[src/rtl/wb_rr_arbiter.sv]
// Wishbone N-master to single-slave arbiter: round-robin or fixed priority,
// one grant at a time, with a slave response timeout that errors the granted master.
module wb_rr_arbiter #(
    parameter int unsigned NUM_MASTERS = 4,
    parameter int unsigned ADDR_W      = 32,
    parameter int unsigned DATA_W      = 32,
    parameter int unsigned RR_MODE     = 1,
    parameter int unsigned TIMEOUT     = 255
) (
    input  logic                            clk,
    input  logic                            rst,
    input  logic [NUM_MASTERS*ADDR_W-1:0]   wbm_adr_i,
    input  logic [NUM_MASTERS*DATA_W-1:0]   wbm_dat_i,
    output logic [NUM_MASTERS*DATA_W-1:0]   wbm_dat_o,
    input  logic [NUM_MASTERS-1:0]          wbm_we_i,
    input  logic [NUM_MASTERS-1:0]          wbm_stb_i,
    input  logic [NUM_MASTERS-1:0]          wbm_cyc_i,
    input  logic [NUM_MASTERS*DATA_W/8-1:0] wbm_sel_i,
    output logic [NUM_MASTERS-1:0]          wbm_ack_o,
    output logic [NUM_MASTERS-1:0]          wbm_err_o,
    output logic [NUM_MASTERS-1:0]          wbm_rty_o,
    output logic [ADDR_W-1:0]               wbs_adr_o,
    output logic [DATA_W-1:0]               wbs_dat_o,
    output logic                            wbs_we_o,
    output logic [DATA_W/8-1:0]             wbs_sel_o,
    output logic                            wbs_stb_o,
    output logic                            wbs_cyc_o,
    input  logic [DATA_W-1:0]               wbs_dat_i,
    input  logic                            wbs_ack_i,
    input  logic                            wbs_err_i,
    input  logic                            wbs_rty_i,
    output logic [NUM_MASTERS-1:0]          grant_o,
    output logic                            timeout_o
);

    localparam int unsigned IDX_W = $clog2(NUM_MASTERS);
    localparam int unsigned SEL_W = DATA_W / 8;
    localparam int unsigned CNT_W = (TIMEOUT == 0) ? 1 : $clog2(TIMEOUT + 1);
    localparam logic [CNT_W-1:0] CNT_MAX = CNT_W'(TIMEOUT);
    localparam logic [IDX_W-1:0] IDX_LAST = IDX_W'(NUM_MASTERS - 1);

    localparam logic [0:0] ST_IDLE  = 1'b0;
    localparam logic [0:0] ST_GRANT = 1'b1;

    logic [0:0]       state_q, state_d;
    logic [IDX_W-1:0] idx_q, idx_d;
    logic [IDX_W-1:0] ptr_q, ptr_d;
    logic [CNT_W-1:0] cnt_q, cnt_d;

    logic [IDX_W-1:0] base;
    logic [IDX_W:0]   cand;
    logic [IDX_W-1:0] winner;
    logic             found;
    logic             slv_resp;
    logic             timeout_fire;
    logic             granted;

    assign granted  = (state_q == ST_GRANT);
    assign slv_resp = wbs_ack_i | wbs_err_i | wbs_rty_i;

    // A real slave response in the expiry cycle takes precedence over the timeout.
    assign timeout_fire = (TIMEOUT != 0) && granted && (cnt_q == CNT_MAX) && !slv_resp;
    assign timeout_o    = timeout_fire;

    // Scan from ptr (round-robin) or from 0 (fixed), wrapping modulo NUM_MASTERS.
    always_comb begin
        base   = (RR_MODE != 0) ? ptr_q : '0;
        cand   = '0;
        winner = '0;
        found  = 1'b0;
        for (int i = 0; i < NUM_MASTERS; i++) begin
            cand = {1'b0, base} + (IDX_W + 1)'(i);
            if (cand >= (IDX_W + 1)'(NUM_MASTERS)) begin
                cand = cand - (IDX_W + 1)'(NUM_MASTERS);
            end
            if (!found && wbm_cyc_i[cand[IDX_W-1:0]]) begin
                found  = 1'b1;
                winner = cand[IDX_W-1:0];
            end
        end
    end

    always_comb begin
        state_d = state_q;
        idx_d   = idx_q;
        ptr_d   = ptr_q;
        cnt_d   = cnt_q;
        case (state_q)
            ST_IDLE: begin
                cnt_d = '0;
                if (found) begin
                    idx_d   = winner;
                    state_d = ST_GRANT;
                end
            end
            ST_GRANT: begin
                if (!wbm_cyc_i[idx_q]) begin
                    state_d = ST_IDLE;
                    if (RR_MODE != 0) begin
                        ptr_d = (idx_q == IDX_LAST) ? '0 : idx_q + 1'b1;
                    end
                end
                if (!wbm_stb_i[idx_q] || slv_resp || timeout_fire) begin
                    cnt_d = '0;
                end else if (cnt_q != CNT_MAX) begin
                    cnt_d = cnt_q + 1'b1;
                end
            end
            default: state_d = ST_IDLE;
        endcase
    end

    always_ff @(posedge clk or negedge rst) begin
        if (!rst) begin
            state_q <= ST_IDLE;
            idx_q   <= '0;
            ptr_q   <= '0;
            cnt_q   <= '0;
        end else begin
            state_q <= state_d;
            idx_q   <= idx_d;
            ptr_q   <= ptr_d;
            cnt_q   <= cnt_d;
        end
    end

    // Slave side mirrors the granted master; everything is 0 while idle.
    always_comb begin
        wbs_adr_o = '0;
        wbs_dat_o = '0;
        wbs_we_o  = 1'b0;
        wbs_sel_o = '0;
        wbs_stb_o = 1'b0;
        wbs_cyc_o = 1'b0;
        grant_o   = '0;
        if (granted) begin
            wbs_adr_o      = wbm_adr_i[idx_q*ADDR_W +: ADDR_W];
            wbs_dat_o      = wbm_dat_i[idx_q*DATA_W +: DATA_W];
            wbs_we_o       = wbm_we_i[idx_q];
            wbs_sel_o      = wbm_sel_i[idx_q*SEL_W +: SEL_W];
            wbs_stb_o      = wbm_stb_i[idx_q] & ~timeout_fire;
            wbs_cyc_o      = wbm_cyc_i[idx_q];
            grant_o[idx_q] = 1'b1;
        end
    end

    assign wbm_dat_o = {NUM_MASTERS{wbs_dat_i}};
    assign wbm_ack_o = grant_o & {NUM_MASTERS{wbs_ack_i}};
    assign wbm_err_o = grant_o & {NUM_MASTERS{wbs_err_i | timeout_fire}};
    assign wbm_rty_o = grant_o & {NUM_MASTERS{wbs_rty_i}};

endmodule

[config.mk]
export PLATFORM = sky130hd
export DESIGN_NAME = wb_rr_arbiter
export DESIGN_NICKNAME = d
export VERILOG_FILES = /design/src/rtl/wb_rr_arbiter.sv
export SDC_FILE = /design/constraint.sdc
export NUM_CORES = 1
export LEC_CHECK = 0
export CORE_AREA = 2 2 207 209
export DETAILED_ROUTE_END_ITERATION = 7
export DIE_AREA = 0 0 209 211
export HOLD_SLACK_MARGIN = 0.12
export PLACE_DENSITY = 0.4
export SKIP_LAST_GASP = 1
export SLEW_MARGIN = 20
export SYNTH_ARGS = -nofsm -noshare
export SYNTH_HDL_FRONTEND = slang
export SYNTH_SLANG_ARGS = --single-unit
[constraint.sdc]
create_clock -name clk -period 1.8 [get_ports clk]
set_clock_uncertainty 0.15 [all_clocks]
set_input_delay 0.36 -clock clk [delete_from_list [all_inputs] [get_ports clk]]
set_output_delay 0.36 -clock clk [all_outputs]
set_load 0.005 [all_outputs]
# == Word level (Yosys, flattened, before mapping) ==
# Cells that the tools add are included.
# op_classes
add_sub_neg,9
magnitude_cmp,10
n_eq_ne,4
shift,3
mux,42
bitwise,10
reduce_logical,15
# op_table
cell,count
indexed part select 128 x 8 -> 32 bit,2
2-to-1 mux 32 bit,2
2-to-1 mux 2 bit,9
2-to-1 mux 1 bit,17
2-to-1 mux 8 bit,2
one-hot mux 8 bit (2 select lines),1
indexed part select 16 x 5 -> 4 bit,1
"less-than comparator 2 x 3 -> 1 bit, second input constant",5
binary-select mux 1 bit (select 2 bit),7
AND 4 bit,3
">= comparator 3 bit, second input constant",3
"adder 8 x 1 -> 8 bit, second input constant",1
"== test 8 bit, second input constant",1
2-to-1 mux 4 bit,2
"!= test 8 bit, second input constant",1
"subtractor 2 x 1 -> 2 bit, second input constant",4
"adder 2 x 2 -> 3 bit, second input constant",2
logical AND 1 bit,6
logical NOT 1 bit,5
AND reduction 2 bit,2
"adder 2 x 1 -> 3 bit, second input constant",1
">= comparator 2 x 3 -> 1 bit, second input constant",1
"!= test 3 x 1 -> 1 bit, second input constant",1
NOT 1 bit,3
other kinds (8),11
# word_totals
ff_bits,13
input_bits,321

# == Depth between registers and ports, before layout ==
# Gate-level depths: netlist of the first run.
# logic_depth
depth_word,16
ltp_mapped,6
mapped_depth_nobuf,4

# == Worst setup path after synthesis of the first run ==
# Ideal clock, no wire load.
# synth_timing
kind,register -> output
startpoint,reg idx_q[0]
endpoint,out wbs_adr_o[24]
t_arrival_ns,1.419
required_time_ns,1.290
slack_ns,-0.129
path_stages_with_launch,5
n_path_buf,2
cell_sequence,dfrtp_1 buf_8 buf_8 mux4_2 and2_1
# synth_between
elab_chain_len,2
# synth_rtl
item,line,source
start: declaration,46,"logic [IDX_W-1:0] idx_q, idx_d;"
start signal: assignment,121,idx_q <= idx_d;
indexed part select 128 x 8 -> 32 bit,137,wbs_adr_o = wbm_adr_i[idx_q*ADDR_W +: ADDR_W];
2-to-1 mux 32 bit,136,if (granted) begin
end: declaration,22,"output logic [ADDR_W-1:0] wbs_adr_o,"
# Every way passes these cells.

# == Final worst setup path of the first run ==
# layout_timing
startpoint,reg idx_q[0]
endpoint,out wbs_adr_o[4]
# The elaborated chain is that of the path after synthesis.

==> flow_metrics.tcl, run 1 <==
set metrics [dict create \
    fin_ws_ns -0.6705 \
    antenna_found_initial 1 \
    top_level_ports 537 \
    cts_max_level 1 \
    synthCells 386 \
    crit_arrival_ns 1.96 \
    die-area_sq_mm 0.04410 \
    ys_types 39 \
    slew_violations 0 \
    cap_viol_max_count 0 \
    relSlewSlack 0.7891 \
    final_common_cell "clkdlybuf4s50_1" \
    async_flop_share 1.000 \
    clock-sinks 13 \
    p_clk_frac 0.043 \
    drive_gt1_frac 0.4950 \
    drc 0 \
    power.density_mw_per_mm2 1143 \
    p_switching_mw 3.364 \
    finalWirelength_microns 21220 \
    critPathLaunch "idx_q[0]" \
    io_buffers 376 \
    crit_required_ns 1.29 \
    fillCellCount 4632 \
    synth_enable_flop_cells 0 \
    finish.instance_area_sq_mm 0.008593 \
    dr_total_vias 4215 \
    grt_max_degree 39 \
    worstPathMaxFanout 7 \
    cts_buffers 3 \
    core_sq_mm 0.04176 \
    max_freq_ghz 0.4048 \
    tns_ns -49.04 \
    syn_nets 712 \
    grt_use_total 0.08542 \
    hold_viol 0 \
    rsz0062_at_grt "true" \
    startpoint_type "register" \
    cts_buffer_depth 2 \
    mappedNetlistArea_sq_mm 0.004094 \
    synthFlopType "dfrtp_1" \
    p_leak_nw 3.392 \
    dieHeight_microns 211 \
    switching_share 0.3425 \
    end_kind "primary output" \
    synth_seq_cells 13 \
    p_int_mw 6.459 \
    most-common-layout-cells "clkdlybuf4s50_1, mux4_2, and2_4, clkbuf_2, buf_4" \
    hold_class "in -> async" \
    placementRows 75 \
    dp_slack_ns -1.091 \
    grt_overflow 0 \
    path_class "reg -> out" \
    nets 1026 \
    outcome "finished with violations" \
    dp_hpwl_microns 17370 \
    routabilityCongestion 0.7084 \
    tightestPinTransition_ns 0.3142 \
    drt_iter0_markers 116 \
    violations "negative setup slack" \
    die_w_microns 209 \
    dp_cells 1202 \
    synth_area_per_cell_sq_um 10.61 \
    clk_pin_slew_ns 0.05 \
    initial_core_util 0.09804 \
    area_growth_pct 109.9 \
    diodes 0 \
    ant_nets 0 \
    grt_pass1_vias 4535 \
    worst_ir_drop_vdd_v 0.0004880 \
    seq_power_share 0.048 \
    r2r-start "idx_q[0]" \
    post_drt_via_cell_ratio 3.405 \
    yosysSeqAreaShare 0.07946 \
    tritoncts "done" \
    p_comb_frac 0.910 \
    cts_root_buffer "clkbuf_16" \
    min_period_ns 2.471 \
    post-route-period-util 1.373 \
    insertion_delay_ns 0.24 \
    ys_warn_count 0 \
    wl_per_cell_microns 17.14 \
    first_pass_iters 4 \
    instances_no_fill 1238 \
    setup_viol_count_final 99 \
    placed_area_sq_mm 0.007886 \
    grt_pass1_wl_microns 28660 \
]
sequential cells by signal, indices dropped and copies added (netlist names):
name / cells
idx_q: 2
granted: 1
cnt_q: 8
base: 2
cell usage after synthesis, drive strengths merged, types with 4 or more instances:
| cell type | n | area [sq um] |
|---|---|---|
| mux4 | 71 | 1603 |
| a21oi | 5 | 25.02 |
| buf | 138 | 1124 |
| clkbuf | 15 | 56.30 |
| ha | 5 | 62.56 |
| nand2b | 4 | 32.53 |
| inv | 5 | 18.77 |
| nand2 | 4 | 17.52 |
| and2 | 74 | 462.9 |
| nor2 | 7 | 26.28 |
| and3 | 10 | 62.56 |
| o21ai | 4 | 20.02 |
| nor2b | 6 | 37.54 |
| dfrtp | 13 | 325.3 |
final cells by class:
class	instances	area [sq um]	area share
inverter	5	26.28	0.003058
tap	539	674.4	0.07848
sequential	13	334.1	0.03888
timing repair buffer	462	4549	0.5294
clock buffer	4	78.83	0.009173
multi-input combinational	215	2930	0.3410
power by group through the flow:
stage	combinational [mW]	sequential (mW)	clock [mW]
3_5_place_dp	7.61	0.469	0
4_1_cts	7.65	0.464	0.431
6_report	8.94	0.468	0.418
5_1_grt	9.63	0.480	0.448
2_1_floorplan	3.99	0.424	0
3_3_place_gp	7.66	0.469	0
worst max-delay path: stages (launching register included):
cell	delay (ns)
dfrtp_4	0.50
buf_12	0.16
buf_12	0.14
buf_12	0.12
buf_8	0.12
mux4_2	0.41
and2_4	0.15
buf_6	0.11
final timing paths:
path | to | slack (ns) | cells past startpoint
setup reg to reg | base[0] | -0.52 | 8
setup / recovery | wbs_adr_o[4] | -0.67 | 7
hold reg to reg | base[0] | 0.42 | 1
max in group asynchronous | idx_q[0] | 1.04 | 2
hold / removal | cnt_q[4] | 0.27 | 2
min in group clk | base[0] | 0.42 | 1
timing repair:
action,4_1_cts,5_1_grt
endpoints found under the hold margin,0,0
pin swaps,3,39
endpoints found under the setup margin,99,101
cloned,0,3
hold buffers,0,0
resized for setup,31,352
buffers inserted,2,32
per-stage QoR:
step | power [mW] | hold slack [ns] | util
after detailed placement | 8.078 | 0.3844 | 0.1889
after global placement | 8.132 | 0.3726 | 0.1889
final | 9.823 | 0.2737 | 0.2058
after floorplan | 4.416 | -0.08559 | -
after global routing | 10.56 | 0.3004 | 0.2058
after CTS | 8.548 | 0.2837 | 0.1920
layer usage:
metal  share of wire  up-vias  wire length, microns  global-route usage
met4           0.020        2                   434             0.02241
met3            0.11       35                  2241             0.03167
met5         0.00057        -                    12                   0
li1                -     1900                     -                   -
met2            0.51      282                 10910              0.1555
met1            0.36     1996                  7622             0.09313
cell families after synthesis:
| logic type | share of synthesized area |
|---|---|
| multiplexers | 0.3988 |
| adder cells (fa/ha/maj) | 0.01528 |
| flip-flops | 0.07946 |
| buffers and inverters | 0.2928 |
| XOR/XNOR | 0.006419 |
| AO/OA/AOI/OAI | 0.02598 |
| AND/OR/NAND/NOR | 0.1812 |
Power figures use the tool's default switching activity.
==> run 2, diff against run 1 <==
Settings changed: CAP_MARGIN set to 5, PLACE_DENSITY 0.4 to not set.
==> run 2 against run 1 <==
Compared with the run above:
- the run still ends with negative setup slack left
- final cell count grew 1.1%
- first-iteration DRC count shrank 6.0%
- flip-flop and latch count is the same
- routed wire length grew 2.7%
- die area is the same
- core utilization grew 0.54 points
- worst hold slack gained 0.0065 ns
- non-clock buffer count grew 13
- critical path depth is the same
- clock power grew 1%
- critical path type unchanged
- critical endpoint is now wbs_dat_o[5]
==> flow_metrics.tcl, run 2 (synthesis gave the netlist of run 1 again) <==
set metrics [dict create \
    area_growth_pct 115.4 \
    instances_no_fill 1252 \
    r2r_cells 7 \
    cts_root_buffer "clkbuf_16" \
    cpMaxStageDelayCell "dfrtp_4" \
    hold_class "in -> async" \
    p_clk_frac 0.040 \
    p_int_mw 6.940 \
    grt_overflow 0 \
    io_buffers 376 \
    worst_ir_drop_vdd_v 0.0006614 \
    top_register "cnt_q" \
    cts_buffers 3 \
    p_switching_mw 3.637 \
    clock-sinks 13 \
    power.total_mw 10.58 \
    slowest_delay_ns 0.51 \
    startpoint_type "register" \
    die_w_microns 209 \
    crit_chain "buf_12, buf_8, clkbuf_16, buf_6, mux4_2, and2_4, buf_6" \
    initial_core_util 0.09804 \
    wl_per_cell_microns 17.41 \
    r2r-start "idx_q[0]" \
    dp_slack_ns -0.9705 \
    grt_pass1_vias 4675 \
    finalWirelength_microns 21800 \
    cp_num_buf_inv 5 \
    dp_cells 1199 \
    violations "negative setup slack" \
    critPathTopFamily "buffers and inverters" \
    insertion_delay_ns 0.24 \
    tritoncts "done" \
    r2r-end "base[1]" \
    max_freq_ghz 0.3966 \
    hold_viol 0 \
    drt_iter0_markers 109 \
    fin_ws_ns -0.7212 \
    cap_viol_max_count 0 \
    hold_buffers 0 \
    path_class "reg -> out" \
    placementRows 75 \
    largest_reg_flops 8 \
    p_comb_frac 0.914 \
    end_kind "primary output" \
    switching_share 0.3438 \
    routabilityCongestion 0.7619 \
    critPathLaunch "idx_q[0]" \
    most-common-layout-cells "clkdlybuf4s50_1, mux4_2, buf_6, and2_4, clkbuf_2" \
    relSlewSlack 0.7906 \
    min_period_ns 2.521 \
    grt_pass1_wl_microns 28780 \
    dp_hpwl_microns 17220 \
    dieHeight_microns 211 \
    tightestPinTransition_ns 0.3128 \
    setup_viol_count_final 99 \
    grt_max_degree 37 \
    outcome "finished with violations" \
    final_common_cell "clkdlybuf4s50_1" \
    rsz0062_at_grt "true" \
    crit_required_ns 1.29 \
    drive_gt1_frac 0.4551 \
    worstPathMaxFanout 4 \
    grt_use_total 0.08652 \
    seq_power_share 0.046 \
    core_sq_mm 0.04176 \
    antenna_found_initial 2 \
    die-area_sq_mm 0.04410 \
    cts_max_level 1 \
    post-route-period-util 1.401 \
    crit_arrival_ns 2.01 \
    post_drt_via_cell_ratio 3.478 \
    power.density_mw_per_mm2 1200 \
    p_leak_nw 3.583 \
    worst_path_most_repeated_cell "buf_6" \
    rrSetupSlack_ns -0.43 \
    slew_violations 0 \
    ant_nets 0 \
    top_level_ports 537 \
    dr_total_vias 4355 \
    cts_buffer_depth 2 \
    fin_util 0.2111 \
    clk_pin_slew_ns 0.05 \
    drc 0 \
    first_pass_iters 4 \
    nets 1039 \
]
## run 2: worst max-delay path by stage
stage / to / slack, ns / depth (start not counted)
floorplan: wbs_adr_o[24] / -0.12 / 4
global placement: wbm_err_o[1] / -0.94 / 6
detailed placement: wbm_err_o[1] / -0.97 / 6
CTS: wbs_dat_o[23] / -0.91 / 5
global route: wbs_dat_o[5] / -0.77 / 7
finish: wbs_dat_o[5] / -0.72 / 7
## run 2: area by class of cell
class	instances	area, sq um
Fill cell	4541	32940
Tap cell	539	674.4
Timing Repair Buffer	475	4856
Antenna cell	1	2.502
Inverter	5	26.28
Sequential cell	13	334.1
Clock buffer	4	78.83
Multi-Input combinational cell	215	2845
## run 2: metrics by stage
| stage | area (sq um) | TNS, ns | hold slack [ns] |
|---|---|---|---|
| after floorplan | 4110 | -7.778 | -0.08559 |
| after global placement | 7866 | -56.18 | 0.3779 |
| after detailed placement | 7866 | -56.56 | 0.3846 |
| after CTS | 8108 | -69.59 | 0.2875 |
| after global routing | 8817 | -54.77 | 0.3123 |
| final | 8817 | -49.92 | 0.2801 |
## run 2: per-layer routing
metal	track usage	vias up	share of wire
li1	-	1928	-
met1	0.09525	2059	0.37
met2	0.1543	312	0.50
met3	0.02914	54	0.10
met4	0.03202	2	0.032
met5	0	-	0.00060
## run 2: worst register-to-register path: stages (launching register included)
cell and delay (ns):
dfrtp_4 0.51, buf_12 0.15, clkbuf_16 0.17, buf_8 0.13, mux4_2 0.44, buf_6 0.13
nand2b_4 0.14, mux2_4 0.29
## run 2: what timing repair did
item / 4_1_cts / 5_1_grt
resized for setup: 59 / 309
pin swaps: 2 / 40
gates cloned: 4 / 2
setup endpoints to repair: 100 / 100
buffers inserted: 6 / 41
## run 2: power by group through the flow
| stage | clock network, mW | logic (mW) | registers [mW] |
|---|---|---|---|
| 3_5_place_dp | 0 | 7.58 | 0.464 |
| 2_1_floorplan | 0 | 3.99 | 0.424 |
| 5_1_grt | 0.442 | 10.3 | 0.499 |
| 6_report | 0.423 | 9.67 | 0.487 |
| 3_3_place_gp | 0 | 7.56 | 0.464 |
| 4_1_cts | 0.426 | 8.05 | 0.514 |
==> run 3, diff against run 2 <==
Settings changed: SKIP_CTS_REPAIR_TIMING set to 1.
==> run 3 against run 2 <==
Compared with the run above:
- the flow still finishes with violations (negative setup slack)
- highest routed layer unchanged
- critical endpoint is now wbs_adr_o[3]
- total power down 19%
- flip-flop and latch count unchanged
- via count down 4.7%
==> flow_metrics.tcl, run 3 (synthesis gave the netlist of run 1 again) <==
set metrics [dict create \
    die_w_microns 209 \
    p_comb_frac 0.897 \
    tns_ns -63.77 \
    initial_core_util 0.09804 \
    path_class "reg -> out" \
    area_growth_pct 98.81 \
    placementRows 75 \
    grt_use_total 0.08077 \
    top_level_ports 537 \
    grt_pass1_wl_microns 27380 \
    drc 0 \
    largest_reg_flops 8 \
    worstPathMaxFanout 13 \
    setup_viol_count_final 99 \
    cts_max_level 1 \
    cts_root_buffer "clkbuf_16" \
    most-common-layout-cells "clkdlybuf4s50_1, and2_1, mux4_2, buf_4, dlymetal6s2s_1" \
    tightestPinTransition_ns 0.3113 \
    dr_total_vias 4149 \
    hold_ws_ns 0.2779 \
    drt_iter0_markers 107 \
    cts_buffer_depth 2 \
    top_register "cnt_q" \
    met3_usage 0.02974 \
    placed_area_sq_mm 0.007866 \
    grt_overflow 0 \
    grt_util_met2 0.1434 \
    grt_max_degree 41 \
    startpoint_type "register" \
    crit_arrival_ns 2.17 \
    power.total_mw 8.556 \
    grt_pass1_vias 4624 \
    clock-sinks 13 \
    ant_nets 0 \
    die-area_sq_mm 0.04410 \
    fin_ws_ns -0.8815 \
    cts_buffers 3 \
    dp_hpwl_microns 17220 \
    hold_viol 0 \
    nets 1002 \
    hold_class "in -> async" \
    antenna_found_initial 3 \
    switching_share 0.3407 \
    outcome "finished with violations" \
    io_buffers 376 \
    max_freq_ghz 0.3729 \
    p_int_mw 5.641 \
    dp_cells 1199 \
    wl_per_cell_microns 16.29 \
    finalWirelength_microns 19810 \
    min_period_ns 2.681 \
    routabilityCongestion 0.7619 \
    post_drt_via_cell_ratio 3.412 \
    first_pass_iters 4 \
    rsz0062_at_grt "true" \
    p_switching_mw 2.915 \
    power.density_mw_per_mm2 1051 \
    relSlewSlack 0.7921 \
    core_sq_mm 0.04176 \
    insertion_delay_ns 0.24 \
    end_kind "primary output" \
    worst_ir_drop_vdd_v 0.0005865 \
    post-route-period-util 1.490 \
    finish.instance_area_sq_mm 0.008139 \
    instances_no_fill 1216 \
    p_clk_frac 0.049 \
    p_leak_nw 3.180 \
    violations "negative setup slack" \
    final_common_cell "clkdlybuf4s50_1" \
    cap_viol_max_count 0 \
    slew_violations 0 \
    grtUsageMet1 0.08693 \
    clk_pin_slew_ns 0.05 \
    top_usage_layer "met2" \
    drive_gt1_frac 0.2444 \
    seq_power_share 0.054 \
    tritoncts "done" \
    dieHeight_microns 211 \
    crit_required_ns 1.29 \
]
==> run 3: changes by cell type in the layout (fill, tap and decap cells not counted), sizes merged, moves of 7 or more <==
cell | before | now
clkdlybuf4s50 | 285 | 350
buf | 128 | 62
clkbuf | 49 | 8
dlymetal6s2s | 15 | 22
==> run 3: layer usage <==
metal,up-vias,routed length [microns]
met5,-,13
met4,2,683
met3,55,2164
met2,298,9727
met1,1938,7222
li1,1856,-
==> run 3: worst max-delay path: stages, from the launching register on <==
cell             delay [ns]
dfrtp_4                0.44
buf_12                 0.16
buf_4                  0.16
mux4_2                 0.53
and2_1                 0.18
clkdlybuf4s50_1        0.44
==> run 3: layout make-up <==
| cell class | count | area, sq um |
|---|---|---|
| Inverter | 5 | 18.77 |
| Multi-Input combinational cell | 215 | 2620 |
| Fill cell | 4586 | 33620 |
| Clock buffer | 4 | 78.83 |
| Tap cell | 539 | 674.4 |
| Sequential cell | 13 | 334.1 |
| Timing Repair Buffer | 438 | 4408 |
| Antenna cell | 2 | 5.005 |
==> run 3: path summary, 6_finish.rpt <==
path                       slack (ns)     start  depth (start not counted)            to
max                             -0.88  idx_q[0]                          5  wbs_adr_o[3]
min                              0.28       rst                          2      cnt_q[7]
max reg2reg                     -0.30  idx_q[0]                          6       base[1]
min reg2reg                      0.40  cnt_q[0]                          2      cnt_q[0]
max in group asynchronous        1.03       rst                          2      idx_q[0]
min in group clk                 0.40  cnt_q[0]                          2      cnt_q[0]
==> run 3: per-stage QoR <==
| step | utilization | worst slack, ns |
|---|---|---|
| finish | 0.1949 | -0.8815 |
| CTS | 0.1903 | -0.9874 |
| global route | 0.1949 | -0.9451 |
| detailed placement | 0.1884 | -0.9705 |
| floorplan | - | -0.1190 |
| global placement | 0.1884 | -0.9431 |
==> run 3: power groups by stage <==
stage | Sequential (mW) | Combinational, mW | Clock [mW]
after floorplan | 0.424 | 3.99 | 0
after global placement | 0.464 | 7.56 | 0
after detailed placement | 0.464 | 7.58 | 0
after CTS | 0.462 | 7.63 | 0.426
after global routing | 0.475 | 8.29 | 0.442
final | 0.463 | 7.67 | 0.420
